==> src/rtl/axi_irq_fetch.sv <==
// AXI types shared with the interconnect, and an AXI master that drains an interrupt
// controller's ID FIFO and issues single-beat mask/clear writes to it.
package amba_axi_pkg;

  localparam logic [1:0] AXI_RESP_OKAY = 2'b00;
  localparam logic [1:0] AXI_BURST_INCR = 2'b01;

  typedef struct packed {
    logic [3:0]  awid;
    logic [31:0] awaddr;
    logic [7:0]  awlen;
    logic [2:0]  awsize;
    logic [1:0]  awburst;
    logic        awlock;
    logic [3:0]  awcache;
    logic [2:0]  awprot;
    logic        awvalid;
    logic [31:0] wdata;
    logic [3:0]  wstrb;
    logic        wlast;
    logic        wvalid;
    logic        bready;
    logic [3:0]  arid;
    logic [31:0] araddr;
    logic [7:0]  arlen;
    logic [2:0]  arsize;
    logic [1:0]  arburst;
    logic        arlock;
    logic [3:0]  arcache;
    logic [2:0]  arprot;
    logic        arvalid;
    logic        rready;
  } s_axi_mosi_t;

  typedef struct packed {
    logic        awready;
    logic        wready;
    logic [3:0]  bid;
    logic [1:0]  bresp;
    logic        bvalid;
    logic        arready;
    logic [3:0]  rid;
    logic [31:0] rdata;
    logic [1:0]  rresp;
    logic        rlast;
    logic        rvalid;
  } s_axi_miso_t;

endpackage

// state | meaning
// IDLE  | arbitrate: pending clear, pending mask, then IRQ fetch
// AR    | read address of the ID register offered
// R     | waiting for the ID read data beat
// DLV   | IRQ ID presented to the core until acked
// WR    | write address and data offered, each dropped on its own ready
// B     | waiting for the write response
module axi_irq_fetch
  import amba_axi_pkg::*;
#(
  parameter logic [31:0] IRQC_BASE_ADDR = 32'h0,
  parameter logic [3:0]  AXI_ID         = 4'h0
) (
  input  logic        clk,
  input  logic        rst,
  input  logic        irq_summary_i,
  output logic        irq_vld_o,
  output logic [4:0]  irq_id_o,
  input  logic        irq_ack_i,
  input  logic        mask_wr_i,
  input  logic [31:0] mask_i,
  input  logic        clear_i,
  output logic        busy_o,
  output logic        err_o,
  output s_axi_mosi_t axi_mosi,
  input  s_axi_miso_t axi_miso
);

  typedef enum logic [2:0] {ST_IDLE, ST_AR, ST_R, ST_DLV, ST_WR, ST_B} state_e;

  state_e      state_q;
  logic        clr_pend_q, mask_pend_q, wr_is_clr_q, holdoff_q;
  logic [31:0] mask_q, awaddr_q, wdata_q;
  logic [4:0]  irq_id_q;
  logic        irq_vld_q, err_q;
  logic        arvalid_q, rready_q, awvalid_q, wvalid_q, bready_q;
  logic        aw_done, w_done;
  logic        unused_ok;

  assign aw_done = !awvalid_q || axi_miso.awready;
  assign w_done  = !wvalid_q || axi_miso.wready;

  always_ff @(posedge clk) begin
    if (!rst) begin
      state_q     <= ST_IDLE;
      clr_pend_q  <= 1'b0;
      mask_pend_q <= 1'b0;
      wr_is_clr_q <= 1'b0;
      holdoff_q   <= 1'b0;
      mask_q      <= '0;
      awaddr_q    <= '0;
      wdata_q     <= '0;
      irq_id_q    <= '0;
      irq_vld_q   <= 1'b0;
      err_q       <= 1'b0;
      arvalid_q   <= 1'b0;
      rready_q    <= 1'b0;
      awvalid_q   <= 1'b0;
      wvalid_q    <= 1'b0;
      bready_q    <= 1'b0;
    end else begin
      err_q     <= 1'b0;
      holdoff_q <= 1'b0;
      case (state_q)
        ST_IDLE: begin
          if (clr_pend_q) begin
            state_q     <= ST_WR;
            awaddr_q    <= IRQC_BASE_ADDR + 32'h8;
            wdata_q     <= '0;
            wr_is_clr_q <= 1'b1;
            awvalid_q   <= 1'b1;
            wvalid_q    <= 1'b1;
          end else if (mask_pend_q) begin
            state_q     <= ST_WR;
            awaddr_q    <= IRQC_BASE_ADDR + 32'h4;
            wdata_q     <= mask_q;
            wr_is_clr_q <= 1'b0;
            awvalid_q   <= 1'b1;
            wvalid_q    <= 1'b1;
          end else if (irq_summary_i && !holdoff_q) begin
            state_q   <= ST_AR;
            arvalid_q <= 1'b1;
          end
        end
        ST_AR: begin
          if (axi_miso.arready) begin
            state_q   <= ST_R;
            arvalid_q <= 1'b0;
            rready_q  <= 1'b1;
          end
        end
        ST_R: begin
          if (axi_miso.rvalid) begin
            rready_q  <= 1'b0;
            // summary lags the FIFO pop by a cycle; ignore it for one IDLE cycle
            holdoff_q <= 1'b1;
            if (axi_miso.rresp != AXI_RESP_OKAY) begin
              err_q   <= 1'b1;
              state_q <= ST_IDLE;
            end else if (axi_miso.rdata == 32'hFFFF_FFFF) begin
              state_q <= ST_IDLE;
            end else begin
              irq_id_q  <= axi_miso.rdata[4:0];
              irq_vld_q <= 1'b1;
              state_q   <= ST_DLV;
            end
          end
        end
        ST_DLV: begin
          if (irq_ack_i) begin
            irq_vld_q <= 1'b0;
            state_q   <= ST_IDLE;
          end
        end
        ST_WR: begin
          if (axi_miso.awready) awvalid_q <= 1'b0;
          if (axi_miso.wready) wvalid_q <= 1'b0;
          if (aw_done && w_done) begin
            state_q  <= ST_B;
            bready_q <= 1'b1;
          end
        end
        ST_B: begin
          if (axi_miso.bvalid) begin
            bready_q <= 1'b0;
            if (axi_miso.bresp != AXI_RESP_OKAY) err_q <= 1'b1;
            if (wr_is_clr_q) clr_pend_q <= 1'b0;
            else mask_pend_q <= 1'b0;
            state_q <= ST_IDLE;
          end
        end
        default: state_q <= ST_IDLE;
      endcase
      // placed after the FSM so a request landing on its own B completion wins
      if (clear_i) clr_pend_q <= 1'b1;
      if (mask_wr_i) begin
        mask_pend_q <= 1'b1;
        mask_q      <= mask_i;
      end
    end
  end

  always_comb begin
    axi_mosi         = '0;
    axi_mosi.awid    = AXI_ID;
    axi_mosi.awaddr  = awaddr_q;
    axi_mosi.awsize  = 3'd2;
    axi_mosi.awburst = AXI_BURST_INCR;
    axi_mosi.awvalid = awvalid_q;
    axi_mosi.wdata   = wdata_q;
    axi_mosi.wstrb   = 4'hF;
    axi_mosi.wlast   = 1'b1;
    axi_mosi.wvalid  = wvalid_q;
    axi_mosi.bready  = bready_q;
    axi_mosi.arid    = AXI_ID;
    axi_mosi.araddr  = IRQC_BASE_ADDR;
    axi_mosi.arsize  = 3'd2;
    axi_mosi.arburst = AXI_BURST_INCR;
    axi_mosi.arvalid = arvalid_q;
    axi_mosi.rready  = rready_q;
  end

  assign irq_vld_o = irq_vld_q;
  assign irq_id_o  = irq_id_q;
  assign err_o     = err_q;
  assign busy_o    = (state_q != ST_IDLE) || clr_pend_q || mask_pend_q;
  assign unused_ok = ^{axi_miso.bid, axi_miso.rid, axi_miso.rlast};

endmodule

==> config.mk <==
export PLATFORM = sky130hd
export DESIGN_NAME = axi_irq_fetch
export DESIGN_NICKNAME = d
export VERILOG_FILES = /design/src/rtl/axi_irq_fetch.sv
export SDC_FILE = /design/constraint.sdc
export NUM_CORES = 1
export LEC_CHECK = 0
export BUFFER_PORTS_ARGS = -buffer_cell sky130_fd_sc_hd__buf_4
export CORE_MARGIN = 1.5
export CORE_UTILIZATION = 48
export DETAILED_ROUTE_END_ITERATION = 8
export PLACE_DENSITY = 0.87
export SKIP_CTS_REPAIR_TIMING = 1
export SYNTH_ARGS = -nofsm -noshare
export SYNTH_HDL_FRONTEND = slang
export SYNTH_SLANG_ARGS = --single-unit
==> constraint.sdc <==
create_clock -name clk -period 5 [get_ports clk]
set_clock_uncertainty 0.2 [all_clocks]
set_input_delay 0.25 -clock clk [delete_from_list [all_inputs] [get_ports clk]]
set_output_delay 0.25 -clock clk [all_outputs]
set_load 0.02 [all_outputs]
==> metrics.cfg <==
[placement]
dp_hpwl_um = 6940
numPortBuffers = 125
gp_congestion = 0.909

[logic_synthesis]
synth_area_leaders = dfxtp_1 (39%), buf_4 (21%), mux2i_1 (8.8%)
synth_top_area_share_pct = 39.1
synth_warnings = 0
synth_top_family_by_area = buffers and inverters
netlist_area_um2 = 4300
avgSynthCellArea_um2 = 8.68
synth_compound_area_share_pct = 8.75
synth_edf_count = 0
yosys.area.top_type = dfxtp_1
synth_seq_cells = 84
ys_seq_area_share_pct = 39.1
synthArstFlopShare_pct = 0
synth_mux_area_share_pct = 8.84
synth_simple_gate_area_share_pct = 18.3
synth_cells = 496
ys_types = 39
synth_top_flop_cell = dfxtp_1
synthXorXnorAreaFrac_pct = 0
yosys.area_share.adder_pct = 0

[power_and_ir_drop]
cellPowerDensity_nw_per_um2 = 350
internal-power_uw = 1150
vdd_drop_max_v = 0.000186
sw_frac_of_total_pct = 38.2
power_frac_seq_pct = 43.5
clkPwrFrac_pct = 23.4
power.share.combinational_pct = 33.1
power.net_switching_uw = 712
leakage_uw = 0.00246

[timing]
slew_headroom_pct = 19.8
setup_viol = 0
max_freq_mhz = 380
period_needed_ns = 2.63
finalHoldViolations = 2
fin_crit_sh_pct = 52.7
holdWs_ns = -0.0282
drv_slew = 0
setup_tns_ns = 0
rsz0062_at_grt = false
worst_pin_slew_ns = 1.20

[critical_path]
crit_path_end_kind = register
critPathKind = register to register
worst-path-stages = 5
crit_fanout = 38
r2r_cells = 5
cp.required_ns = 5.06
crit_path_end = wdata_q[0]$_SDFFE_PN0P_
timing.rr.end = wdata_q[0]$_SDFFE_PN0P_
critPathMaxStageDelay_ns = 1.12
worst-path-buf-inv = 1
crit_chain = nor2_1 -> nor2b_2 -> buf_4 -> nand3b_1 -> a21oi_1
slowest_stage = dfxtp_1
cp-start-kind = register
r2r_start = clr_pend_q$_SDFFE_PN0P_
startpoint = clr_pend_q$_SDFFE_PN0P_
critical_path_arrival_ns = 2.69
critical-path-top-delay-family = flip-flops
r2r_slack_ns = 2.37

[die]
start_util_pct = 49.3
design.core.area_um2 = 8720
ioPinCount = 252
die_x_um = 97.7
die-area_um2 = 9540
fp.dieH_um = 97.7
rows = 34

[finish]
final_common_cell = buf_4
fin_util_pct = 61.2
layout.nets = 725
drive_gt1_share_pct = 23.5
area_delta_synth_final_pct = 24.0
final_cell_mix = buf_4 (128), conb_1 (117), dfxtp_1 (84), nor2_1 (47), nand2_1 (47)
antenna_cells = 0
fillCellCount = 692

[run]
maxCapViolations = 0

[clock_network]
cts-root-buf = clkbuf_8
insertion_delay_ns = 0.34
h-tree-depth = 3
max-clock-path-buffers = 2
clk_pin_slew_ns = 0.08
cts_buffers = 9
cts_num_sinks = 84
cts_tree = yes

[detailed_routing]
drt_iter0_markers = 145
route.detailed.drc = 0
postRouteAntennaNets = 0
vias = 3591
finalWirelength_um = 10700
post_drt_wl_per_cell_um = 14.3
via_per_inst = 4.79
dr.pass1.iters = 4

[grt]
grt_first_pass_wirelength_um = 15600
grt_usage_pct = 19.6
globalRouteOverflowTotal = 0
grt_pass1_vias = 3335
grt_max_degree = 70
antenna_found_initial = 0

[outcome]
status = finished with violations
violations = hold timing

[min_path]
min_path_type = input port to register
worstHoldStart = mask_i[31]

[area by class of cell]
type	instances	area, um^2	share of cell area (%)
multi-input cells	372	1990	37.3
flip-flops and latches	84	1680	31.5
repair buffers	165	1330	25.0
well taps	108	135	2.53
clock buffers	10	128	2.39
clock inverters	6	48.8	0.915
inverters	5	18.8	0.352
[state kept, by name (all words and copies together), names as in the netlist]
register     flops
mask_pend_q      1
clr_pend_q       1
holdoff_q        1
awvalid_q        1
irq_id_o         5
err_o            1
state_q          3
irq_vld_o        1
mask_q          32
wdata_q         32
wvalid_q         1
arvalid_q        1
bready_q         1
rready_q         1
awaddr_q         2
[per-layer routing]
metal / share of wire [%] / global-route usage, %
met1: 39 / 23.4
met2: 53 / 34.6
met3: 6.0 / 4.75
met4: 1.6 / 6.26
met5: 0 / 0
[worst min path at each step]
stage,slack (ns),cells after the start,to
after floorplan,0.17,2,clr_pend_q$_SDFFE_PN0P_
final,-0.03,3,mask_q[31]$_SDFFE_PN0P_
after detailed placement,0.25,2,wdata_q[22]$_SDFFE_PN0P_
after CTS,-0.08,3,clr_pend_q$_SDFFE_PN0P_
after global placement,0.24,2,wdata_q[6]$_SDFFE_PN0P_
after global routing,0.01,3,mask_q[18]$_SDFFE_PN0P_
[synthesized netlist by cell type (3+ instances only)]
library cell,n
a21oi_1,44
buf_2,7
buf_4,123
clkbuf_1,18
dfxtp_1,84
inv_1,4
mux2i_1,38
nand2_1,47
nand2b_1,3
nand3_1,3
nand3b_1,32
nand4_1,9
nor2_1,47
nor2b_1,4
nor3b_1,3
o21ai_0,4
[through the flow]
| stage | power, uW | setup slack [ns] | instances | cell area, um^2 | hold WS (ns) |
|---|---|---|---|---|---|
| final | 1870 | 2.37 | 750 | 5340 | -0.0282 |
| after global routing | 1970 | 2.13 | 750 | 5340 | 0.0116 |
| after CTS | 1850 | 2.37 | 713 | 4960 | -0.0759 |
| after detailed placement | 1410 | 2.40 | 697 | 4790 | 0.247 |
| after global placement | 1390 | 2.48 | 697 | 4790 | 0.240 |
| after floorplan | 1320 | 3.16 | 611 | 4730 | 0.167 |
[cell families after synthesis]
family | count (synthesis)
flip-flops | 84
AO/OA/AOI/OAI | 62
other | 2
AND/OR/NAND/NOR | 155
buffers and inverters | 155
multiplexers | 38
[worst register-to-register path, cell delays in order (launching register included)]
cell      delay [ns]
dfxtp_1         1.12
nor2_1          0.31
nor2b_2         0.24
buf_4           0.37
nand3b_1        0.17
a21oi_1         0.16
[power groups by stage]
stage	clock network, uW	registers (uW)	logic [uW]
5_1_grt	478	823	671
4_1_cts	448	809	590
6_report	437	811	618
3_3_place_gp	0	819	574
2_1_floorplan	0	804	513
3_5_place_dp	0	824	589
Note: power is estimated with default switching activity, not from simulation.
